==> src/rtl/motion_door_responder.sv <==
// motion_door_responder: door/travel timers, pending-request register and direction selection for an elevator controller
module motion_door_responder_timer #(
    parameter int CYCLES = 96
) (
    input  logic clk,
    input  logic rst_n,
    input  logic i_clr,
    input  logic i_cmd,
    output logic o_pulse
);
    logic [7:0] r_cnt;
    logic       r_armed;
    logic       w_done;

    // terminal count reached while the command is held and the timer is armed
    always_comb w_done = i_cmd && r_armed && (r_cnt == 8'(CYCLES - 1));

    // counter stops at the terminal value, fires once, then waits for the command to drop before rearming
    always_ff @(posedge clk or negedge rst_n) begin
        if (!rst_n) begin
            r_cnt   <= '0;
            r_armed <= 1'b1;
            o_pulse <= 1'b0;
        end else if (i_clr) begin
            r_cnt   <= '0;
            r_armed <= 1'b1;
            o_pulse <= 1'b0;
        end else begin
            o_pulse <= w_done;
            if (!i_cmd) begin
                r_cnt   <= '0;
                r_armed <= 1'b1;
            end else if (w_done) begin
                r_cnt   <= '0;
                r_armed <= 1'b0;
            end else if (r_armed) begin
                r_cnt <= r_cnt + 8'd1;
            end
        end
    end
endmodule

module motion_door_responder #(
    parameter int OPEN_CYCLES = 96,
    parameter int RUN_CYCLES  = 64
) (
    input  logic       clk,
    input  logic       rst_n,
    input  logic       switch,
    input  logic [3:0] req_btn,
    input  logic       opendoor,
    input  logic       mv2nxt,
    input  logic [3:0] position,
    output logic [3:0] eff_req,
    output logic [1:0] ud_mode,
    output logic       endOpen,
    output logic       endRun
);
    logic       w_clr_all;
    logic       w_onehot;
    logic [3:0] w_above;
    logic [3:0] w_below;
    logic [3:0] w_clr;
    logic [1:0] w_ud_next;

    assign w_clr_all = !switch;

    motion_door_responder_timer #(.CYCLES(OPEN_CYCLES)) u_open (
        .clk    (clk),
        .rst_n  (rst_n),
        .i_clr  (w_clr_all),
        .i_cmd  (opendoor),
        .o_pulse(endOpen)
    );

    motion_door_responder_timer #(.CYCLES(RUN_CYCLES)) u_run (
        .clk    (clk),
        .rst_n  (rst_n),
        .i_clr  (w_clr_all),
        .i_cmd  (mv2nxt),
        .o_pulse(endRun)
    );

    // floor masks relative to the current floor; direction held during a move, forced idle on a bad position
    always_comb begin
        w_onehot  = (position != 4'd0) && ((position & (position - 4'd1)) == 4'd0);
        w_above   = eff_req & ~((position << 1) - 4'd1);
        w_below   = eff_req & (position - 4'd1);
        w_clr     = (endOpen && w_onehot) ? position : 4'd0;
        w_ud_next = !w_onehot                          ? 2'b00 :
                    (mv2nxt || endRun)                 ? ud_mode :
                    (ud_mode == 2'b01 && w_above != 0) ? 2'b01 :
                    (ud_mode == 2'b10 && w_below != 0) ? 2'b10 :
                    (w_above != 0)                     ? 2'b01 :
                    (w_below != 0)                     ? 2'b10 : 2'b00;
    end

    // pending requests accumulate button presses; the served floor is cleared during the door-done pulse
    always_ff @(posedge clk or negedge rst_n) begin
        if (!rst_n) begin
            eff_req <= '0;
            ud_mode <= 2'b00;
        end else if (w_clr_all) begin
            eff_req <= '0;
            ud_mode <= 2'b00;
        end else begin
            eff_req <= (eff_req | req_btn) & ~w_clr;
            ud_mode <= w_ud_next;
        end
    end
endmodule
==> config.mk <==
export PLATFORM = sky130hd
export DESIGN_NAME = motion_door_responder
export DESIGN_NICKNAME = d
export VERILOG_FILES = /design/src/rtl/motion_door_responder.sv
export SDC_FILE = /design/constraint.sdc
export NUM_CORES = 1
export LEC_CHECK = 0
export ABC_AREA = 1
export CELL_PAD_IN_SITES_DETAIL_PLACEMENT = 1
export CELL_PAD_IN_SITES_GLOBAL_PLACEMENT = 1
export CORE_MARGIN = 5
export CORE_UTILIZATION = 35
export CTS_CLUSTER_DIAMETER = 30
export DETAILED_ROUTE_END_ITERATION = 12
export HOLD_SLACK_MARGIN = 0.06
export PLACE_DENSITY = 0.78
export RECOVER_POWER = 50
export SYNTH_ARGS = -nofsm -noshare
export SYNTH_HDL_FRONTEND = slang
export SYNTH_SLANG_ARGS = --single-unit
==> constraint.sdc <==
create_clock -name clk -period 1.4 [get_ports clk]
set_clock_uncertainty 0.2 [all_clocks]
set_input_delay 0.14 -clock clk [delete_from_list [all_inputs] [get_ports clk]]
set_output_delay 0.14 -clock clk [all_outputs]
set_load 0.01 [all_outputs]
==> results of run 1 <==
## flip-flops by register name (all words and copies together) (netlist names)
name / cells
u_run.o_pulse: 1
eff_req: 4
u_run.r_armed: 1
u_open.r_cnt: 8
u_run.r_cnt: 8
ud_mode: 2
u_open.r_armed: 1
u_open.o_pulse: 1
## worst max-delay path, stage by stage, from the launching register on
cell	delay, ps
dfrtp_1	420
ha_2	190
buf_4	120
buf_4	120
buf_4	120
xnor2_1	110
o21ai_0	150
## metal layers
layer  vias to the layer above  wire length, um  GRT usage [%]
met5                         -                0              0
met2                        11             2890           36.7
li1                        751                -              -
met3                         4               71           1.58
met4                         0               22           3.30
met1                       782             1940           19.9
## per-stage QoR
step           worst slack, ps  setup TNS, ps
2_1_floorplan             31.9              0
3_3_place_gp              -514          -4340
3_5_place_dp              -581          -5600
4_1_cts                  -63.9           -170
5_1_grt                   -195          -2030
6_report                  -116           -747
## cell type report
type / instances / area, um^2
fillers: 527 / 1970
multi-input cells: 149 / 920
flip-flops and latches: 26 / 653
repair buffers: 55 / 463
inverters: 32 / 120
well taps: 52 / 65.1
clock buffers: 3 / 41.3
clock inverters: 1 / 30.0
## how the worst max path moves through the flow
stage | start | endpoint | slack, ps | cells past startpoint
floorplan | u_open.r_cnt[0] | u_open.r_cnt[5] | 30 | 8
global placement | position[0] | ud_mode[1] | -510 | 8
CTS | u_open.r_cnt[1] | u_open.r_cnt[6] | -60 | 8
detailed placement | position[0] | ud_mode[1] | -580 | 10
finish | u_open.r_cnt[1] | u_open.r_cnt[2] | -120 | 6
global route | u_open.r_cnt[1] | u_open.r_cnt[6] | -200 | 8
## repair_timing
item,CTS,global route
endpoints found under the setup margin,31,23
hold endpoints to repair,24,0
buffers inserted,4,5
hold buffers,1,0
gates resized for setup,44,29
pin swaps,19,25
## layout by cell type (no fill, tap or decap), drive strengths merged
master         synthesis  layout
nand2                 73      73
buf                    0      33
inv                   32      32
nor2                  32      32
dfrtp                 24      24
dlygate4sd2            0       9
clkdlybuf4s50          0       8
nand3                  8       8
o21ai                  8       8
ha                     6       6
clkbuf                 0       6
xor2                   5       5
a21oi                  5       5
o21bai                 4       4
nand4                  3       3
dfstp                  2       2
nor3                   2       2
a31oi                  1       1
xnor2                  1       1
or2                    1       1
bufinv                 0       1
dlygate4sd3            0       1
clkdlybuf4s15          0       1
## cell families (layout without fill, tap and decap cells)
logic type / Yosys count / in the layout / synth area share (%)
AOI/OAI and AO/OA: 18 / 18 / 6.69
and+or+nand+nor: 119 / 119 / 33.8
xor gates and xnor gates: 6 / 6 / 3.47
buffers and inverters: 32 / 91 / 7.93
DFF: 26 / 26 / 43.1
adders and majority gates: 6 / 6 / 4.96
## power groups by stage
stage / combinational [W] / sequential, W / clock (W)
floorplan: 0.0000947 / 0.000804 / 0
global placement: 0.000248 / 0.000800 / 0
detailed placement: 0.000256 / 0.000800 / 0
CTS: 0.000277 / 0.000786 / 0.000671
global route: 0.000335 / 0.000791 / 0.000690
finish: 0.000307 / 0.000788 / 0.000650
==> metrics.md, run 1 <==
| Metric | Value |
|---|---|
| Status | finished, violations left |
| Initial DRC count | 65 |
| Critical path fanouts, max | 3 |
| Synthesized area | ~1500 um^2 |
| Vias per cell | 4.87 |
| Vias in the first global route | 1713 |
| Crit. End Element | register |
| I/O pin count | 21 |
| Num Clock Sinks | 26 |
| Slew @ Worst Pin | 387 ps |
| Post-synth top area cell | dfrtp_1 |
| Drt drc | 0 |
| CORE AREA | 4260 um^2 |
| Fin crit period | approximately 1500 ps |
| Finished Core Util | between 50 and 60% |
| Slew Viols, Final | 0 |
| Ranking of synthesized cells by area | dfrtp_1 40%, nand2_1 17%, inv_1 7.2%, nor2_1 6.9%, ha_1 5.0% |
| Clock slew at reported path FFs | 110 ps |
| Violated checks | negative setup slack |
| N_diodes | 0 |
| Post-DRT Antenna Nets | 0 |
| Clock power frac | 37.3% |
| R2R cell count | 6 |
| Fraction of the cycle the final worst path needs | 108% |
| Overall Power | 0.00175 W |
| Peak supply drop | 0.565 mV |
| Area Growth Syn to Fin | 51.4% |
| Reg-to-Reg Start | u_open.r_cnt[1] |
| Sequential share of power | 45.1% |
| Post-DP HPWL | around 3200 um |
| Synthesized instance count | 207 |
| H-tree levels | 1 |
| Ys flop type | dfrtp_1 |
| Vias | 1548 |
| Hold Path Class | primary input to register |
| Unrepaired setup endpoints after global routing | true |
| Final worst slack | -116 ps |
| Residual overflow from global routing | 0 |
| Cell Pwr Density | 761 nW/um^2 |
| Design area | 2290 um^2 |
| Avg Inst Size Synth | 7.31 um^2 |
| WHS Endpoint | eff_req[1] |
| Post-DR wirelength/cell | 15.5 um |
| Nets | 286 |
| Worst skew pair latency | 280 ps |
| F_max | 0.660 GHz |
| Placed cells | 304 |
| Pin count of the biggest net entering global routing | 27 |
| Reg2Reg Capture Point | u_open.r_cnt[2] |
| Seq/Total Area, Yosys | 43.1% |
| FFs w/ async S/R, synth | 100% |
| Initial core utilization | 35.5% |
| Die H | 75.8 um |
| CP arrival | 1520 ps |
| CTS tree | built |
| Hold-critical path depth | 5 |
| Final setup viols | 14 |
| Die span in x | 75.8 um |
| Clock tree buffer depth | 2 |
| R2R Setup Slk | -120 ps |
| Internal | around 0.0013 W |
| Max Cap Viol | 0 |
| Comb power frac | between 15 and 20% |
| Setup CP Type | register to register |
| CP startpoint kind | register |
| Synth Net Count | 226 |
| Worst hold margin | 46.1 ps |
| Fin. Hold Viols | 0 |
| Root Driver | clkbuf_8 |
| Critical Path RT | 1410 ps |
| Slew headroom | 74.2% |
| Post-Route WL | approximately 4900 um |
| Rows | 24 |
| Port Buffer Count | 20 |
| Most frequent cells after synthesis | 68 x nand2_1, 29 x inv_1, 28 x nor2_1, 24 x dfrtp_1 |
| Min-delay src | position[1] |
| GRT Total Usage | 18.0% |
| Synth cell types | 24 |
| Initial antenna violation count | 0 |
| Share of layout cells above drive strength 1 | approximately 35% |
| Post-synth top area share | 39.7% |
| Fin cells | 318 |
| Sw frac | 25.7% |
| Die area | between 5000 and 6000 um^2 |
| Num CTS Buffers | 3 |
| DRT Pass-1 Iters | 4 |
| Cell with the most instances after synthesis | nand2_1 |
| Placed cell areas | approximately 2000 um^2 |
| #FFs+latches synth | 26 |
| YS warnings | 0 |
| Leak Pwr | ~1.2 nW |
| GP Congestion | 0.844 |
| Switch Pwr | 0.000449 W |
| Post-synth EDFFs | 0 |
| Global-route wire length before repair | approximately 8000 um |
(Power assumes the default switching activity.)
==> run 2: changes to the inputs <==
--- a/config.mk
+++ b/config.mk
@@ -9,12 +9,13 @@
 export CELL_PAD_IN_SITES_DETAIL_PLACEMENT = 1
 export CELL_PAD_IN_SITES_GLOBAL_PLACEMENT = 1
 export CORE_MARGIN = 5
-export CORE_UTILIZATION = 35
+export CORE_UTILIZATION = 36
 export CTS_CLUSTER_DIAMETER = 30
 export DETAILED_ROUTE_END_ITERATION = 12
 export HOLD_SLACK_MARGIN = 0.06
-export PLACE_DENSITY = 0.78
+export PLACE_DENSITY = 0.79
 export RECOVER_POWER = 50
 export SYNTH_ARGS = -nofsm -noshare
 export SYNTH_HDL_FRONTEND = slang
+export SYNTH_HIERARCHICAL = 1
 export SYNTH_SLANG_ARGS = --single-unit
==> run 2 against run 1 <==
  * The flow still finishes with violations (negative setup slack)
  * Non-clock buffer count rose by 4
  * Synthesized cell count increased by 5.3%
  * Cell count increased by 4.7%
  * Via count increased by 7.0%
  * Cell area up 6.2%
  * Die area up 4.0%
  * Critical path type unchanged
==> metrics.md, run 2 <==
| Metric | Value |
|---|---|
| #FFs+latches synth | 26 (unchanged) |
| Root Driver | clkbuf_8 (unchanged) |
| Share of layout cells above drive strength 1 | 37.0% (was 34.6%) |
| Synth Net Count | 237 (was 226) |
| GRT Total Usage | 16.7% (was 18.0%) |
| Design area | 2430 um^2 (was 2290 um^2) |
| CP startpoint kind | register (unchanged) |
| Final setup viols | 8 (was 14) |
| Port Buffer Count | 20 (unchanged) |
| Avg Inst Size Synth | 7.47 um^2 (was 7.31 um^2) |
| Violated checks | negative setup slack (unchanged) |
| Critical path capture point | u_open/r_cnt[3] (was u_open.r_cnt[2]) |
| Final worst slack | -66.4 ps (was -116 ps) |
| Fin Setup TNS | -336 ps (was -747 ps) |
| Initial DRC count | 63 (was 65) |
| Setup CP Type | register to register (unchanged) |
| Hold Path Class | primary input to register (unchanged) |
| Clock power frac | 37.3% (about the same) |
| Comb power frac | 18.4% (was 17.6%) |
| CORE AREA | 4380 um^2 (was 4260 um^2) |
| Vias | 1657 (was 1548) |
| Post-DP HPWL | 3460 um (was 3200 um) |
| Die area | 5970 um^2 (was 5740 um^2) |
| Worst Setup SP | u_open/r_cnt[0] (was u_open.r_cnt[1]) |
| Nets | 301 (was 286) |
| Pin count of the biggest net entering global routing | 27 (unchanged) |
| Synthesized area | 1630 um^2 (was 1510 um^2) |
| Grt met2 use | 31.8% (was 36.7%) |
| I/O pin count | 21 (unchanged) |
| Post-synth top area cell | dfrtp_1 (unchanged) |
| Global-route wire length before repair | 7940 um (about the same) |
| Rows | 24 (unchanged) |
| Filler cell count | 530 (was 527) |
| Slew Viols, Final | 0 (unchanged) |
| Internal | 0.00130 W (about the same) |
| CP Cell Sequence | ha_2 -> nand2_2 -> nor2_4 -> nand2_4 -> nand3_4 -> o22ai_2 (was ha_2 -> buf_4 -> buf_4 -> buf_4 -> xnor2_1 -> o21ai_0) |
| Fraction of the cycle the final worst path needs | 105% (was 108%) |
| Regs by FF count | u_open/r_cnt x8, u_run/r_cnt x8, eff_req x4 (was u_open.r_cnt x8, u_run.r_cnt x8, eff_req x4) |
| Initial core utilization | 37.2% (was 35.5%) |
| Slew headroom | 73.9% (was 74.2%) |
| R2R cell count | 6 (unchanged) |
| Synthesized instance count | 218 (was 207) |
| Reg2Reg Capture Point | u_open/r_cnt[3] (was u_open.r_cnt[2]) |
| Post-Route WL | 5120 um (was 4920 um) |
| CP arrival | 1440 ps (was 1520 ps) |
| Post-synth EDFFs | 0 (unchanged) |
| FFs w/ async S/R, synth | 100% (unchanged) |
| Cell Pwr Density | 723 nW/um^2 (was 761 nW/um^2) |
| Met3 usage | 2.46% (was 1.58%) |
| Area Growth Syn to Fin | 49.4% (was 51.4%) |
| H-tree levels | 1 (unchanged) |
| Post-DRT Antenna Nets | 0 (unchanged) |
| Max Cap Viol | 0 (unchanged) |
| Slowest cell on crit path | dfrtp_1 (unchanged) |
| Placed cell areas | 2130 um^2 (was 1980 um^2) |
| Clock tree buffer depth | 2 (unchanged) |
| Critical Path RT | 1370 ps (was 1410 ps) |
| Peak supply drop | 0.397 mV (was 0.565 mV) |
| Ys flop type | dfrtp_1 (unchanged) |
| Residual overflow from global routing | 0 (unchanged) |
| Met1 Usage GRT | 18.4% (was 19.9%) |
| N_diodes | 0 (unchanged) |
| Critical path fanouts, max | 4 (was 3) |
| Num Clock Sinks | 26 (unchanged) |
| Most frequent cells after synthesis | 59 x nand2_1, 35 x inv_1, 26 x nor2_1, 24 x dfrtp_1, 14 x nand3_1 (was 68 x nand2_1, 29 x inv_1, 28 x nor2_1, 24 x dfrtp_1) |
| Unrepaired setup endpoints after global routing | true (unchanged) |
| Reg-to-Reg Start | u_open/r_cnt[0] (was u_open.r_cnt[1]) |
| Leak Pwr | 1.20 nW (was 1.17 nW) |
| Sw frac | 26.4% (was 25.7%) |
| Crit. End Element | register (unchanged) |
| Fin crit period | 1470 ps (was 1520 ps) |
| Max incr delay on CP | 400 ps (was 420 ps) |
| R2R Setup Slk | -70 ps (was -120 ps) |
| Seq/Total Area, Yosys | 40.1% (was 43.1%) |
| F_max | 0.682 GHz (was 0.660 GHz) |
| Drt drc | 0 (unchanged) |
| Die span in x | 77.3 um (was 75.8 um) |
| Vias per cell | 4.98 (was 4.87) |
| Leading cell type in the layout, fill and taps excluded | nand2_1 (unchanged) |
| Num CTS Buffers | 3 (unchanged) |
| Vias in the first global route | 1688 (was 1713) |
| Slew @ Worst Pin | 392 ps (was 387 ps) |
| CTS tree | built (unchanged) |
| GP Congestion | 0.855 (was 0.844) |
| Status | finished, violations left (unchanged) |
| Post-DR wirelength/cell | 15.4 um (was 15.5 um) |
| Initial antenna violation count | 0 (unchanged) |
| Die H | 77.3 um (was 75.8 um) |
| Switch Pwr | 0.000464 W (was 0.000449 W) |
| YS warnings | 6 (was 0) |
| Most frequent cells in the layout | 52 x nand2_1, 35 x buf_4, 30 x inv_1, 23 x dfrtp_1, 19 x nor2_1 (was 52 x nand2_1, 28 x buf_4, 25 x inv_1, 24 x dfrtp_1, 23 x nor2_1) |
| Ranking of synthesized cells by area | dfrtp_1 37%, nand2_1 14%, inv_1 8.1%, nor2_1 6.0%, ha_1 4.6% (was dfrtp_1 40%, nand2_1 17%, inv_1 7.2%, nor2_1 6.9%, ha_1 5.0%) |
| Synth cell types | 25 (was 24) |
| Worst skew pair latency | 280 ps (about the same) |
| Busiest grt layer | met2 (unchanged) |
| Fin. Hold Viols | 0 (unchanged) |
| DRT Pass-1 Iters | 4 (unchanged) |
| Cell with the most instances after synthesis | nand2_1 (unchanged) |
| Post-synth top area share | 36.9% (was 39.7%) |
| Sequential share of power | 44.3% (was 45.1%) |
| Clock slew at reported path FFs | 100 ps (was 110 ps) |
==> run 2: how the worst min path moves through the flow <==
stage                            from         endpoint  cells after the start
after floorplan                 rst_n       eff_req[0]                      0
after global placement          rst_n  u_open/r_cnt[5]                      2
after detailed placement        rst_n  u_open/r_cnt[5]                      2
after CTS                 position[1]       eff_req[1]                      5
after global routing      position[1]       eff_req[1]                      5
final                     position[1]       eff_req[1]                      5
==> run 2: area by class of cell <==
| cell class | instances | area, um^2 | share of cell area, % |
|---|---|---|---|
| repair buffers | 59 | 490 | 20.2 |
| clock inverters | 1 | 30.0 | 1.23 |
| inverters | 40 | 150 | 6.17 |
| clock buffers | 3 | 41.3 | 1.70 |
| flip-flops and latches | 26 | 654 | 26.9 |
| well taps | 52 | 65.1 | 2.67 |
| multi-input cells | 152 | 1000 | 41.2 |
==> run 2: per-layer routing <==
metal / share of wire (%) / up-vias
li1: - / 790
met1: 40 / 819
met2: 54 / 35
met3: 3.2 / 13
met4: 2.7 / 0
met5: 0 / -
==> run 2: timing repair <==
action                                  in CTS  in global routing
hold buffers                                 1                  0
resized for setup                           31                 26
endpoints found under the setup margin      25                 23
pin swaps                                   16                 19
buffers inserted                             4                  4
hold endpoints to repair                    24                  0
==> run 2: logic make-up after synthesis <==
logic type	share of synthesized area, %
and+or+nand+nor	36.3
adders and majority gates	4.61
buffers and inverters	9.22
DFF	40.1
xor gates and xnor gates	3.76
AOI/OAI and AO/OA	5.99
==> run 2: metrics by stage <==
step	hold slack, ps	worst slack [ps]	power, W	cells	utilization (%)
2_1_floorplan	-356	3.02	0.000918	218	-
3_3_place_gp	309	-503	0.00107	320	48.7
3_5_place_dp	319	-571	0.00108	320	48.7
4_1_cts	168	-27.3	0.00175	329	53.0
5_1_grt	182	-116	0.00184	333	55.5
6_report	161	-66.4	0.00176	333	55.5
==> run 2: critical path: cells and delay by family (launching register included) <==
kind / cells / cell delay (ps)
AND/OR/NAND/NOR: 4 / 460
flip-flops: 1 / 400
adder cells (fa/ha/maj): 1 / 210
AO/OA/AOI/OAI: 1 / 80
==> run 2: power by group through the flow <==
stage | sequential [W] | combinational, W | clock [W]
after floorplan | 0.000802 | 0.000116 | 0
after global routing | 0.000783 | 0.000356 | 0.000703
after global placement | 0.000794 | 0.000276 | 0
final | 0.000780 | 0.000324 | 0.000656
after CTS | 0.000779 | 0.000305 | 0.000669
after detailed placement | 0.000795 | 0.000286 | 0
